===== src/rtl/obstacle_engine_if.sv =====
// Bus between the obstacle engine and its compositor / HUD consumers.
// master = engine side, slave = consumer/driver side.
interface obstacle_engine_if #(
   parameter int NUM_OBS = 4,
   parameter int X_W     = 11,
   parameter int Y_W     = 10
);
   logic                   restart;
   logic                   pause;
   logic [NUM_OBS*Y_W-1:0] obs_y;
   logic [NUM_OBS*8-1:0]   obs_w;
   logic [NUM_OBS*8-1:0]   obs_h;
   logic [X_W-1:0]         pl_x;
   logic [Y_W-1:0]         pl_y;
   logic [7:0]             pl_w;
   logic [7:0]             pl_h;
   logic [NUM_OBS*X_W-1:0] obs_x;
   logic                   game_over;
   logic [3:0]             speed;
   logic [15:0]            score;
   logic [1:0]             anim_phase;
   logic                   tick;

   modport master (
      input  restart, pause, obs_y, obs_w, obs_h,
      input  pl_x, pl_y, pl_w, pl_h,
      output obs_x, game_over, speed, score, anim_phase, tick
   );

   modport slave (
      output restart, pause, obs_y, obs_w, obs_h,
      output pl_x, pl_y, pl_w, pl_h,
      input  obs_x, game_over, speed, score, anim_phase, tick
   );
endinterface


===== src/rtl/obstacle_engine.sv =====
// N-channel side-scroller obstacle engine: motion, respawn, speed ramp, collision.
// Optional macro OBS_ENGINE_PAUSE_EN enables a motion freeze on bus.pause.
module obstacle_engine #(
   parameter int NUM_OBS       = 4,
   parameter int X_W           = 11,
   parameter int Y_W           = 10,
   parameter int SCREEN_W      = 1280,
   parameter int MIN_GAP       = 50,
   parameter int TICK_DIV      = 2000000,
   parameter int SPEED_MAX     = 8,
   parameter int PASS_PER_STEP = 12,
   parameter int INIT_X0       = 1200,
   parameter int INIT_SPACING  = 200
) (
   input logic               clk,
   input logic               reset,
   obstacle_engine_if.master bus
);
   localparam int XS    = X_W + 2;
   localparam int DIV_W = (TICK_DIV > 1) ? $clog2(TICK_DIV) : 1;
   localparam int CNT_W = $clog2(PASS_PER_STEP + NUM_OBS);
   localparam int X_MAX = (1 << X_W) - 1;

   typedef enum logic {S_RUN, S_OVER} state_t;

   state_t             r_state;
   logic [X_W-1:0]     r_x [NUM_OBS];
   logic [DIV_W-1:0]   r_div;
   logic [CNT_W-1:0]   r_cnt;
   logic [3:0]         r_speed;
   logic [15:0]        r_score;
   logic [1:0]         r_anim;
   logic               r_tick;
   logic [7:0]         r_lfsr;

   logic [NUM_OBS-1:0] w_hit_v;
   logic [NUM_OBS-1:0] w_resp;
   logic               w_hit;
   logic               w_term;
   logic               w_pause;
   logic               w_step;
   logic [X_W-1:0]     w_nx [NUM_OBS];
   logic [XS-1:0]      w_cand [NUM_OBS];
   logic [XS-1:0]      w_lim;
   logic [3:0]         w_p;
   logic [16:0]        w_sum;
   logic [15:0]        w_score_n;
   logic [CNT_W:0]     w_cnt_n;
   logic [3:0]         w_speed_n;
   logic [7:0]         w_lfsr_n;
   logic [X_W:0]       w_pr;
   logic [Y_W:0]       w_pb;

   function automatic logic [7:0] f_rotl(input logic [7:0] v,
                                         input int n);
      logic [15:0] d;
      d = {v, v} << (n % 8);
      return d[15:8];
   endfunction

`ifdef OBS_ENGINE_PAUSE_EN
   assign w_pause = bus.pause;
`else
   logic w_unused;
   assign w_unused = bus.pause;
   assign w_pause  = 1'b0;
`endif

   assign w_pr = {1'b0, bus.pl_x} + {{(X_W-7){1'b0}}, bus.pl_w};
   assign w_pb = {1'b0, bus.pl_y} + {{(Y_W-7){1'b0}}, bus.pl_h};

   // Open-interval AABB test on widened coordinates so edges never wrap
   for (genvar g = 0; g < NUM_OBS; g++) begin : g_ch
      logic [X_W:0] w_xr;
      logic [Y_W:0] w_yt;
      logic [Y_W:0] w_yb;
      assign w_xr = {1'b0, r_x[g]}
                  + {{(X_W-7){1'b0}}, bus.obs_w[g*8 +: 8]};
      assign w_yt = {1'b0, bus.obs_y[g*Y_W +: Y_W]};
      assign w_yb = w_yt
                  + {{(Y_W-7){1'b0}}, bus.obs_h[g*8 +: 8]};
      assign w_hit_v[g] = ({1'b0, bus.pl_x} < w_xr)
                        && (w_pr > {1'b0, r_x[g]})
                        && ({1'b0, bus.pl_y} < w_yb)
                        && (w_pb > w_yt);
      assign w_resp[g] = r_x[g] <= {{(X_W-4){1'b0}}, r_speed};
   end

   assign w_hit  = |w_hit_v;
   assign w_term = r_div == DIV_W'(TICK_DIV - 1);

   // Respawns resolve in ascending index so later channels see earlier ones
   always_comb begin
      w_lim = '0;
      for (int i = 0; i < NUM_OBS; i++) begin
         w_nx[i]   = r_x[i] - {{(X_W-4){1'b0}}, r_speed};
         w_cand[i] = '0;
      end
      for (int i = 0; i < NUM_OBS; i++) begin
         if (w_resp[i]) begin
            w_cand[i] = XS'(SCREEN_W)
                      + XS'({f_rotl(r_lfsr, i), 4'b0000});
            for (int j = 0; j < NUM_OBS; j++) begin
               if (j != i && (!w_resp[j] || j < i)) begin
                  w_lim = {2'b00, (w_resp[j] ? w_nx[j] : r_x[j])}
                        + XS'(bus.obs_w[j*8 +: 8])
                        + XS'(MIN_GAP);
                  if (w_lim > w_cand[i])
                     w_cand[i] = w_lim;
               end
            end
            w_nx[i] = (w_cand[i] > XS'(X_MAX)) ? '1
                                               : w_cand[i][X_W-1:0];
         end
      end
   end

   assign w_p       = 4'($countones(w_resp));
   assign w_sum     = {1'b0, r_score} + 17'(w_p);
   assign w_score_n = w_sum[16] ? 16'hFFFF : w_sum[15:0];
   assign w_cnt_n   = {1'b0, r_cnt} + (CNT_W+1)'(w_p);
   assign w_step    = w_cnt_n >= (CNT_W+1)'(PASS_PER_STEP);
   assign w_speed_n = (r_speed >= 4'(SPEED_MAX)) ? r_speed
                                                 : r_speed + 4'd1;
   assign w_lfsr_n  = {r_lfsr[6:0],
                       r_lfsr[7] ^ r_lfsr[5] ^ r_lfsr[4] ^ r_lfsr[3]};

   always_ff @(posedge clk or posedge reset) begin
      if (reset) begin
         r_state <= S_RUN;
         for (int i = 0; i < NUM_OBS; i++)
            r_x[i] <= X_W'(INIT_X0 + i * INIT_SPACING);
         r_div   <= '0;
         r_cnt   <= '0;
         r_speed <= 4'd1;
         r_score <= '0;
         r_anim  <= '0;
         r_tick  <= 1'b0;
         r_lfsr  <= 8'hA5;
      end else begin
         r_tick <= 1'b0;
         case (r_state)
            S_RUN: begin
               if (w_hit) begin
                  r_state <= S_OVER;
               end else if (!w_pause) begin
                  if (w_term) begin
                     r_div  <= '0;
                     r_tick <= 1'b1;
                     for (int i = 0; i < NUM_OBS; i++)
                        r_x[i] <= w_nx[i];
                     r_lfsr  <= w_lfsr_n;
                     r_anim  <= r_anim + 2'd1;
                     r_score <= w_score_n;
                     if (w_step) begin
                        r_cnt   <= '0;
                        r_speed <= w_speed_n;
                     end else begin
                        r_cnt <= w_cnt_n[CNT_W-1:0];
                     end
                  end else begin
                     r_div <= r_div + 1'b1;
                  end
               end
            end
            S_OVER: begin
               // Score and LFSR survive a restart
               if (bus.restart) begin
                  r_state <= S_RUN;
                  for (int i = 0; i < NUM_OBS; i++)
                     r_x[i] <= X_W'(INIT_X0 + i * INIT_SPACING);
                  r_div   <= '0;
                  r_cnt   <= '0;
                  r_speed <= 4'd1;
                  r_anim  <= '0;
               end
            end
            default: r_state <= S_RUN;
         endcase
      end
   end

   always_comb begin
      bus.obs_x = '0;
      for (int i = 0; i < NUM_OBS; i++)
         bus.obs_x[i*X_W +: X_W] = r_x[i];
   end

   assign bus.game_over  = (r_state == S_OVER);
   assign bus.speed      = r_speed;
   assign bus.score      = r_score;
   assign bus.anim_phase = r_anim;
   assign bus.tick       = r_tick;
endmodule

===== src/flat_wrapper.sv =====
// flat-port wrapper written by rule: the top's interface ports become plain ports
module obstacle_engine_flat 
#(
   parameter int NUM_OBS       = 4,
   parameter int X_W           = 11,
   parameter int Y_W           = 10,
   parameter int SCREEN_W      = 1280,
   parameter int MIN_GAP       = 50,
   parameter int TICK_DIV      = 2000000,
   parameter int SPEED_MAX     = 8,
   parameter int PASS_PER_STEP = 12,
   parameter int INIT_X0       = 1200,
   parameter int INIT_SPACING  = 200
)
  (clk, reset, bus_restart, bus_pause, bus_obs_y, bus_obs_w, bus_obs_h, bus_pl_x, bus_pl_y, bus_pl_w, bus_pl_h, bus_obs_x, bus_game_over, bus_speed, bus_score, bus_anim_phase, bus_tick);
  obstacle_engine_if #(.NUM_OBS(NUM_OBS), .X_W(X_W), .Y_W(Y_W)) bus_i ();
  input logic clk;
  input logic reset;
  input wire logic [$bits(bus_i.restart)-1:0] bus_restart;
  input wire logic [$bits(bus_i.pause)-1:0] bus_pause;
  input wire logic [$bits(bus_i.obs_y)-1:0] bus_obs_y;
  input wire logic [$bits(bus_i.obs_w)-1:0] bus_obs_w;
  input wire logic [$bits(bus_i.obs_h)-1:0] bus_obs_h;
  input wire logic [$bits(bus_i.pl_x)-1:0] bus_pl_x;
  input wire logic [$bits(bus_i.pl_y)-1:0] bus_pl_y;
  input wire logic [$bits(bus_i.pl_w)-1:0] bus_pl_w;
  input wire logic [$bits(bus_i.pl_h)-1:0] bus_pl_h;
  output wire logic [$bits(bus_i.obs_x)-1:0] bus_obs_x;
  output wire logic [$bits(bus_i.game_over)-1:0] bus_game_over;
  output wire logic [$bits(bus_i.speed)-1:0] bus_speed;
  output wire logic [$bits(bus_i.score)-1:0] bus_score;
  output wire logic [$bits(bus_i.anim_phase)-1:0] bus_anim_phase;
  output wire logic [$bits(bus_i.tick)-1:0] bus_tick;
  assign bus_i.restart = bus_restart;
  assign bus_i.pause = bus_pause;
  assign bus_i.obs_y = bus_obs_y;
  assign bus_i.obs_w = bus_obs_w;
  assign bus_i.obs_h = bus_obs_h;
  assign bus_i.pl_x = bus_pl_x;
  assign bus_i.pl_y = bus_pl_y;
  assign bus_i.pl_w = bus_pl_w;
  assign bus_i.pl_h = bus_pl_h;
  assign bus_obs_x = bus_i.obs_x;
  assign bus_game_over = bus_i.game_over;
  assign bus_speed = bus_i.speed;
  assign bus_score = bus_i.score;
  assign bus_anim_phase = bus_i.anim_phase;
  assign bus_tick = bus_i.tick;
  obstacle_engine #(.NUM_OBS(NUM_OBS), .X_W(X_W), .Y_W(Y_W), .SCREEN_W(SCREEN_W), .MIN_GAP(MIN_GAP), .TICK_DIV(TICK_DIV), .SPEED_MAX(SPEED_MAX), .PASS_PER_STEP(PASS_PER_STEP), .INIT_X0(INIT_X0), .INIT_SPACING(INIT_SPACING)) u_core (.clk(clk), .reset(reset), .bus(bus_i));
endmodule

===== config.mk =====
export PLATFORM = sky130hd
export DESIGN_NAME = obstacle_engine_flat
export DESIGN_NICKNAME = d
export VERILOG_FILES = /design/src/rtl/obstacle_engine_if.sv /design/src/rtl/obstacle_engine.sv /design/src/flat_wrapper.sv
export SDC_FILE = /design/constraint.sdc
export NUM_CORES = 1
export LEC_CHECK = 0
export CAP_MARGIN = 20
export CORE_UTILIZATION = 55
export DETAILED_ROUTE_END_ITERATION = 6
export GPL_TIMING_DRIVEN = 0
export PLACE_DENSITY = 0.77
export SLEW_MARGIN = 15
export SYNTH_ARGS = -nofsm -noshare
export SYNTH_HDL_FRONTEND = slang
export SYNTH_SLANG_ARGS = --single-unit

===== constraint.sdc =====
create_clock -name clk -period 34.4 [get_ports clk]
set_input_delay 10.32 -clock clk [delete_from_list [all_inputs] [get_ports clk]]
set_output_delay 10.32 -clock clk [all_outputs]
set_load 0.01 [all_outputs]

# Word-level counts from Yosys, hierarchy flattened
# Index checks and enable logic that the tools add are counted.
word_totals:
  register_bits: 101
  latch_bits: 0
  ramBits: 0
  rom_bits: 0
  input_bits: 145
  out_inout_bits: 68
  word_cells: 190
  memories: 0
op_classes:
  add_sub_neg: 38
  n_mul: 0
  div_mod_pow: 0
  magnitude_cmp: 38
  eq_ne: 6
  n_shift: 0
  muxes: 74
  bitwise: 5
  reduce_logical: 17
op_table:
  columns: ["operator", "count"]
  rows:
  - ["$mux W13", 30]
  - ["$gt A13 B13 Y1", 12]
  - ["$mux W11", 14]
  - ["$add A11 B8 Y12", 11]
  - ["$mux W44", 3]
  - ["$pmux W44 S2", 1]
  - ["$add A13 B6 Y13 const B", 6]
  - ["$mux W21", 3]
  - ["$add A10 B8 Y11", 5]
  - ["$add A11 B12 Y13 const A", 4]
  - ["$gt A13 B11 Y1 const B", 4]
  - ["$gt A12 B11 Y1", 4]
  - ["$lt A11 B12 Y1", 4]
  - ["$gt A11 B10 Y1", 4]
  - ["$le A11 B4 Y1", 4]
  - ["$lt A10 B11 Y1", 4]
  - ["$sub A11 B4 Y11", 4]
  - ["$pmux W21 S2", 1]
  - ["$mux W4", 9]
  - ["$add A21 B1 Y21 const B", 1]
  - ["$eq A21 B21 Y1 const B", 1]
  - ["$add A16 B4 Y17", 1]
  - ["$mux W16", 1]
  - ["$pmux W4 S2", 2]
  - ["20 further kinds", 45]

# Logic depth before layout (Yosys ltp)
depth:
  depth_word: 61
  ltp_mapped: 169
  depth_no_buf: 156

# Worst setup path before layout
# Ideal clock, no wire load.
synth_path:
  path_kind: "input port to flip-flop"
  from: "input port bus_obs_w[8]"
  to: "register u_core.r_x, in the netlist u_core.bus.obs_x[37]"
  setup_time_ps: 121
  t_arrival_ps: 36959
  t_required_ps: 34279
  setup_slack_ps: -2680
  path_stages: 147
  path_buffers: 10
  cell_sequence: "ha_1 -> inv_1 -> fa_1 -> nand2b_1 -> a21oi_1 -> xor2_1 -> a211oi_1 -> nor4_1 -> mux2_2 -> ha_1 -> nand4b_1 -> or4_1 -> o2bb2ai_1 -> nor2_1 -> clkbuf_1 -> mux2_2 -> ha_1 -> nand2_1 -> (+111 left out) -> and2_1 -> nor2b_1 -> maj3_1 -> nor2_1 -> mux2i_4 -> xnor2_1 -> ha_1 -> a21oi_1 -> nor2b_1 -> o21ai_0 -> nand2b_1 -> a21oi_1 -> nor2_1 -> clkinv_1 -> clkbuf_1 -> o21ai_0 -> a32oi_1 -> a22o_1"
synth_via:
  elab_chain_cells: 59
  word_cells_on_any_way: 76
  classes_between: "9 x add/sub; 17 x order compare; 1 x eq/ne; 44 x mux; 5 x reduce/logical"
synth_rtl:
  columns: ["item", "line", "rtl"]
  rows:
  - ["start, declared", "flat_wrapper.sv:22", "input wire logic [$bits(bus_i.obs_w)-1:0] bus_obs_w;"]
  - ["$add A11 B8 Y12", "obstacle_engine.sv:106", "+ XS'(bus.obs_w[j*8 +: 8])"]
  - ["$add A13 B6 Y13", "obstacle_engine.sv:107", "+ XS'(MIN_GAP);"]
  - ["$gt A13 B13 Y1", "obstacle_engine.sv:108", "if (w_lim > w_cand[i])"]
  - ["$mux W13", "obstacle_engine.sv:108", null]
  - ["$mux W13", "obstacle_engine.sv:104", "if (j != i && (!w_resp[j] || j < i)) begin"]
  - ["$mux W13", "obstacle_engine.sv:100", "if (w_resp[i]) begin"]
  - ["$gt A13 B13 Y1", "obstacle_engine.sv:108", null]
  - ["$mux W13", "obstacle_engine.sv:108", null]
  - ["(+43 left out)", null, null]
  - ["$mux W13", "obstacle_engine.sv:108", null]
  - ["$mux W13", "obstacle_engine.sv:100", null]
  - ["$gt A13 B11 Y1", "obstacle_engine.sv:112", "w_nx[i] = (w_cand[i] > XS'(X_MAX)) ? '1"]
  - ["$mux W11", "obstacle_engine.sv:112", null]
  - ["$mux W11", "obstacle_engine.sv:100", null]
  - ["$mux W44", "obstacle_engine.sv:147", "if (w_term) begin"]
  - ["$mux W44", "obstacle_engine.sv:144", "if (w_hit) begin"]
  - ["$pmux W44 S2", "obstacle_engine.sv:142", "case (r_state)"]
  - ["end signal, assigned by index", "obstacle_engine.sv:132", "r_x[i] <= X_W'(INIT_X0 + i * INIT_SPACING);"]
  - ["end signal, assigned by index", "obstacle_engine.sv:151", "r_x[i] <= w_nx[i];"]
  - ["end signal, assigned by index", "obstacle_engine.sv:171", "r_x[i] <= X_W'(INIT_X0 + i * INIT_SPACING);"]
  - ["end, declared", "obstacle_engine.sv:27", "logic [X_W-1:0] r_x [NUM_OBS];"]
# Parallel ways exist; a longest one is shown, timed or not. The select of a mux whose other input is x is not followed.
# A chain may end at the register's enable or synchronous reset.

# Worst setup path in the final report
layout_path:
  from: "input port bus_obs_w[13]"
  to: "register u_core.r_x, in the netlist u_core.bus.obs_x[43]"
# Same word-level chain as after synthesis.

==> flow_summary.json <==
{
  "status": "complete, but fails checks",
  "violations": "setup timing",
  "track_usage_pct": 44.6,
  "avgSynthCellArea_um2": 7.87,
  "die_y_um": 204,
  "start_kind": "input pin",
  "cap_violations": 0,
  "yosys.area.top_type": "ha_1",
  "row_count": 73,
  "worstPathArrival_ns": 37.03,
  "crit_cells": 142,
  "vias_per_cell": 6.73,
  "peakVddDrop_mv": 0.0253,
  "min_from": "u_core.r_cnt[0]",
  "instances_no_fill": 3784,
  "die_area_um2": 41600,
  "antenna_found_initial": 5,
  "core-area_um2": 40000,
  "tightest_slew_ns": 1.14,
  "post_route_cells_drive_above_1_share_pct": 18.0,
  "finalMaxSlewViolations": 0,
  "route.detailed.drc": 0,
  "grt_pass1_vias": 24300,
  "cp-end-kind": "flip-flop",
  "finalHoldViolCount": 0,
  "placedCellCount": 3598,
  "synth_edf_count": 0,
  "start_util_pct": 56.1,
  "synth.area.top_cells": "ha_1 (26%), dfrtp_1 (8.8%), a21oi_1 (5.7%)",
  "finalCritPeriodShare_pct": 107,
  "overflow": 0,
  "worstHoldPathType": "reg -> reg",
  "finClkSkew_ns": 0.0198,
  "die_x_um": 204,
  "period_minus_slack_ns": 36.68,
  "r2r_slack_ns": 3.59,
  "ys_types": 106,
  "ioPinCount": 213,
  "tns_ns": -24.42,
  "hold-path-cell-count": 2,
  "powerDensity_nw_per_um2": 31.0,
  "fin_ws_ns": -2.28,
  "root_buffer": "clkbuf_16",
  "cp_slowest_cell": "or4_4",
  "tritoncts": "done",
  "crit_type": "in -> reg",
  "ys_async_sr_fraction_pct": 100,
  "drt-initial-drc-count": 2722,
  "clockBufferDepth": 2,
  "routed_wl_um": 97400,
  "portBuffers": 211,
  "nets": 3891,
  "leakagePower_nw": 13.7,
  "crit-reg2reg-launch": "u_core.bus.speed[1]",
  "seq_area_frac_synth_pct": 11.4,
  "utilization_pct": 72.9,
  "wl_per_cell_um": 25.7,
  "grt_pass1_wl_um": 141000,
  "vias": 25500,
  "r2r_end": "u_core.bus.obs_x[43]",
  "ys_warn_count": 0,
  "grt_max_degree": 60,
  "drt-pass1-iter-count": 6,
  "worstSkewPairLatency_ns": 0.41,
  "place_hpwl_um": 73400,
  "cts_sinks": 101,
  "ant_nets": 0,
  "timing.slew.headroom_pct": 24.3,
  "cp_top_family": "compound AO/OA/AOI/OAI gates",
  "reg2regPathDepth": 153,
  "crit_fanout": 7,
  "finalSetupViolCount": 11,
  "required_ns": 34.76,
  "cts_buffers": 9,
  "cp_num_buf_inv": 23,
  "worstHoldEndpoint": "u_core.r_cnt[0]",
  "ys.flop_type": "dfrtp_1",
  "critPathMaxStageDelay_ns": 0.56,
  "area_delta_synth_final_pct": 30.0,
  "max_freq_ghz": 0.0273,
  "synth_seq_cells": 101,
  "htree_levels": 3,
  "synth_top_area_share_pct": 26.3,
  "netlist_area_um2": 22400,
  "rsz0062_at_grt": "yes",
  "synth_cells": 2850,
  "gp_congestion": 1.04,
  "cts.clk_slew.worst_paths_ns": 0.10
}
[tightest hold or removal path: cells and delay by family, from the launching register on]
family,cells,cell delay (ns)
DFF,1,0.36
and+or+nand+nor,1,0.05
AOI/OAI and AO/OA,1,0.06
[worst max-delay path by stage]
stage / start / endpoint / slack [ns]
after detailed placement: bus_obs_w[14] / u_core.bus.obs_x[39] / -6.60
after global routing: bus_obs_w[9] / u_core.bus.obs_x[34] / -3.05
after CTS: bus_obs_w[8] / u_core.bus.obs_x[43] / -1.24
after global placement: bus_obs_w[9] / u_core.bus.obs_x[39] / -6.25
final: bus_obs_w[13] / u_core.bus.obs_x[43] / -2.28
after floorplan: bus_obs_w[8] / u_core.bus.obs_x[36] / -0.14
[cells in the mapped netlist (13+ instances only)]
master / instances
a21o_1: 142
nor4_1: 15
mux2i_1: 16
o22ai_1: 19
xnor2_1: 133
or4_1: 13
xor2_1: 58
nand2b_1: 36
o21a_1: 102
o21bai_1: 51
and3_1: 26
a211oi_1: 19
nand2_1: 181
o211ai_1: 22
fa_1: 23
dfrtp_1: 79
ha_1: 472
inv_1: 240
o31ai_1: 24
nand4_1: 48
and2_1: 22
nor2_1: 191
o21ai_0: 148
a21oi_1: 256
or3_1: 15
nand3_1: 52
nor3_1: 39
mux2_2: 14
nor2b_1: 51
clkbuf_1: 62
dfstp_2: 22
a31oi_1: 15
or2_2: 16
[state kept, by name, indices dropped and copies added (netlist names), 2 cells and up]
name and cells:
u_core.r_cnt 4, u_core.r_div 21, u_core.bus.score 16, u_core.bus.anim_phase 2
u_core.bus.speed 4, u_core.r_lfsr 8, u_core.bus.obs_x 44
[power breakdown]
group | total, W | internal, W | switching [W]
Combinational | 0.000649 | 0.000274 | 0.000375
Sequential | 0.000139 | 0.000126 | 0.0000126
Clock | 0.000117 | 0.0000583 | 0.0000589
Total | 0.000905 | 0.000458 | 0.000446
[placed cells by master (no fill, tap or decap), types with 22 or more instances in the layout]
cell,count
a21o_1,141
a21oi_1,208
a21oi_2,32
and3_1,23
buf_4,156
clkbuf_1,45
clkdlybuf4s50_1,203
dfrtp_1,79
dfstp_2,22
ha_1,440
ha_4,24
inv_1,227
nand2_1,166
nand2b_1,35
nand3_1,48
nand4_1,48
nor2_1,162
nor2b_1,45
nor3_1,35
o211ai_1,22
o21a_1,101
o21ai_0,119
o21bai_1,48
xnor2_1,113
xor2_1,51
[layout make-up]
cell class,instances,area (um2)
diodes,3,7.51
plain buffers,71,474
clock buffers,9,225
clock inverters,7,92.6
fillers,3062,10900
inverters,247,940
multi-input cells,2441,20700
flip-flops and latches,101,2550
well taps,525,657
repair buffers,379,3470
repair inverters,1,8.76
[kinds of logic after synthesis]
logic type / synth area share, %
compound gates: 28.6
xor+xnor: 7.73
fa+ha+maj: 28.5
buf+inv: 5.41
flops: 11.4
mux: 1.58
other cells: 0.0167
simple gates: 16.8
[layer usage]
| layer | part of all wire, % | GRT usage [%] |
|---|---|---|
| met5 | 0 | 0 |
| met2 | 43 | 70.3 |
| met1 | 39 | 57.2 |
| met3 | 12 | 9.44 |
| met4 | 6.3 | 22.7 |
[what timing repair did]
| item | 4_1_cts | 5_1_grt |
|---|---|---|
| gates cloned | 5 | 2 |
| hold buffers | 0 | 0 |
| pin swaps | 138 | 114 |
| buffers inserted | 111 | 50 |
| resized for setup | 247 | 131 |
| setup endpoints to repair | 22 | 11 |
[metrics by stage]
step / worst slack (ns) / hold slack [ns] / instance area (um2) / total power, W
final: -2.28 / 0.505 / 29200 / 0.000905
after global routing: -3.05 / 0.530 / 29200 / 0.000952
after CTS: -1.24 / 0.510 / 28100 / 0.000840
after detailed placement: -6.60 / 0.488 / 25900 / 0.000666
after global placement: -6.25 / 0.466 / 25800 / 0.000648
after floorplan: -0.140 / 0.455 / 23100 / 0.000498
Power figures use the tool's default switching activity.
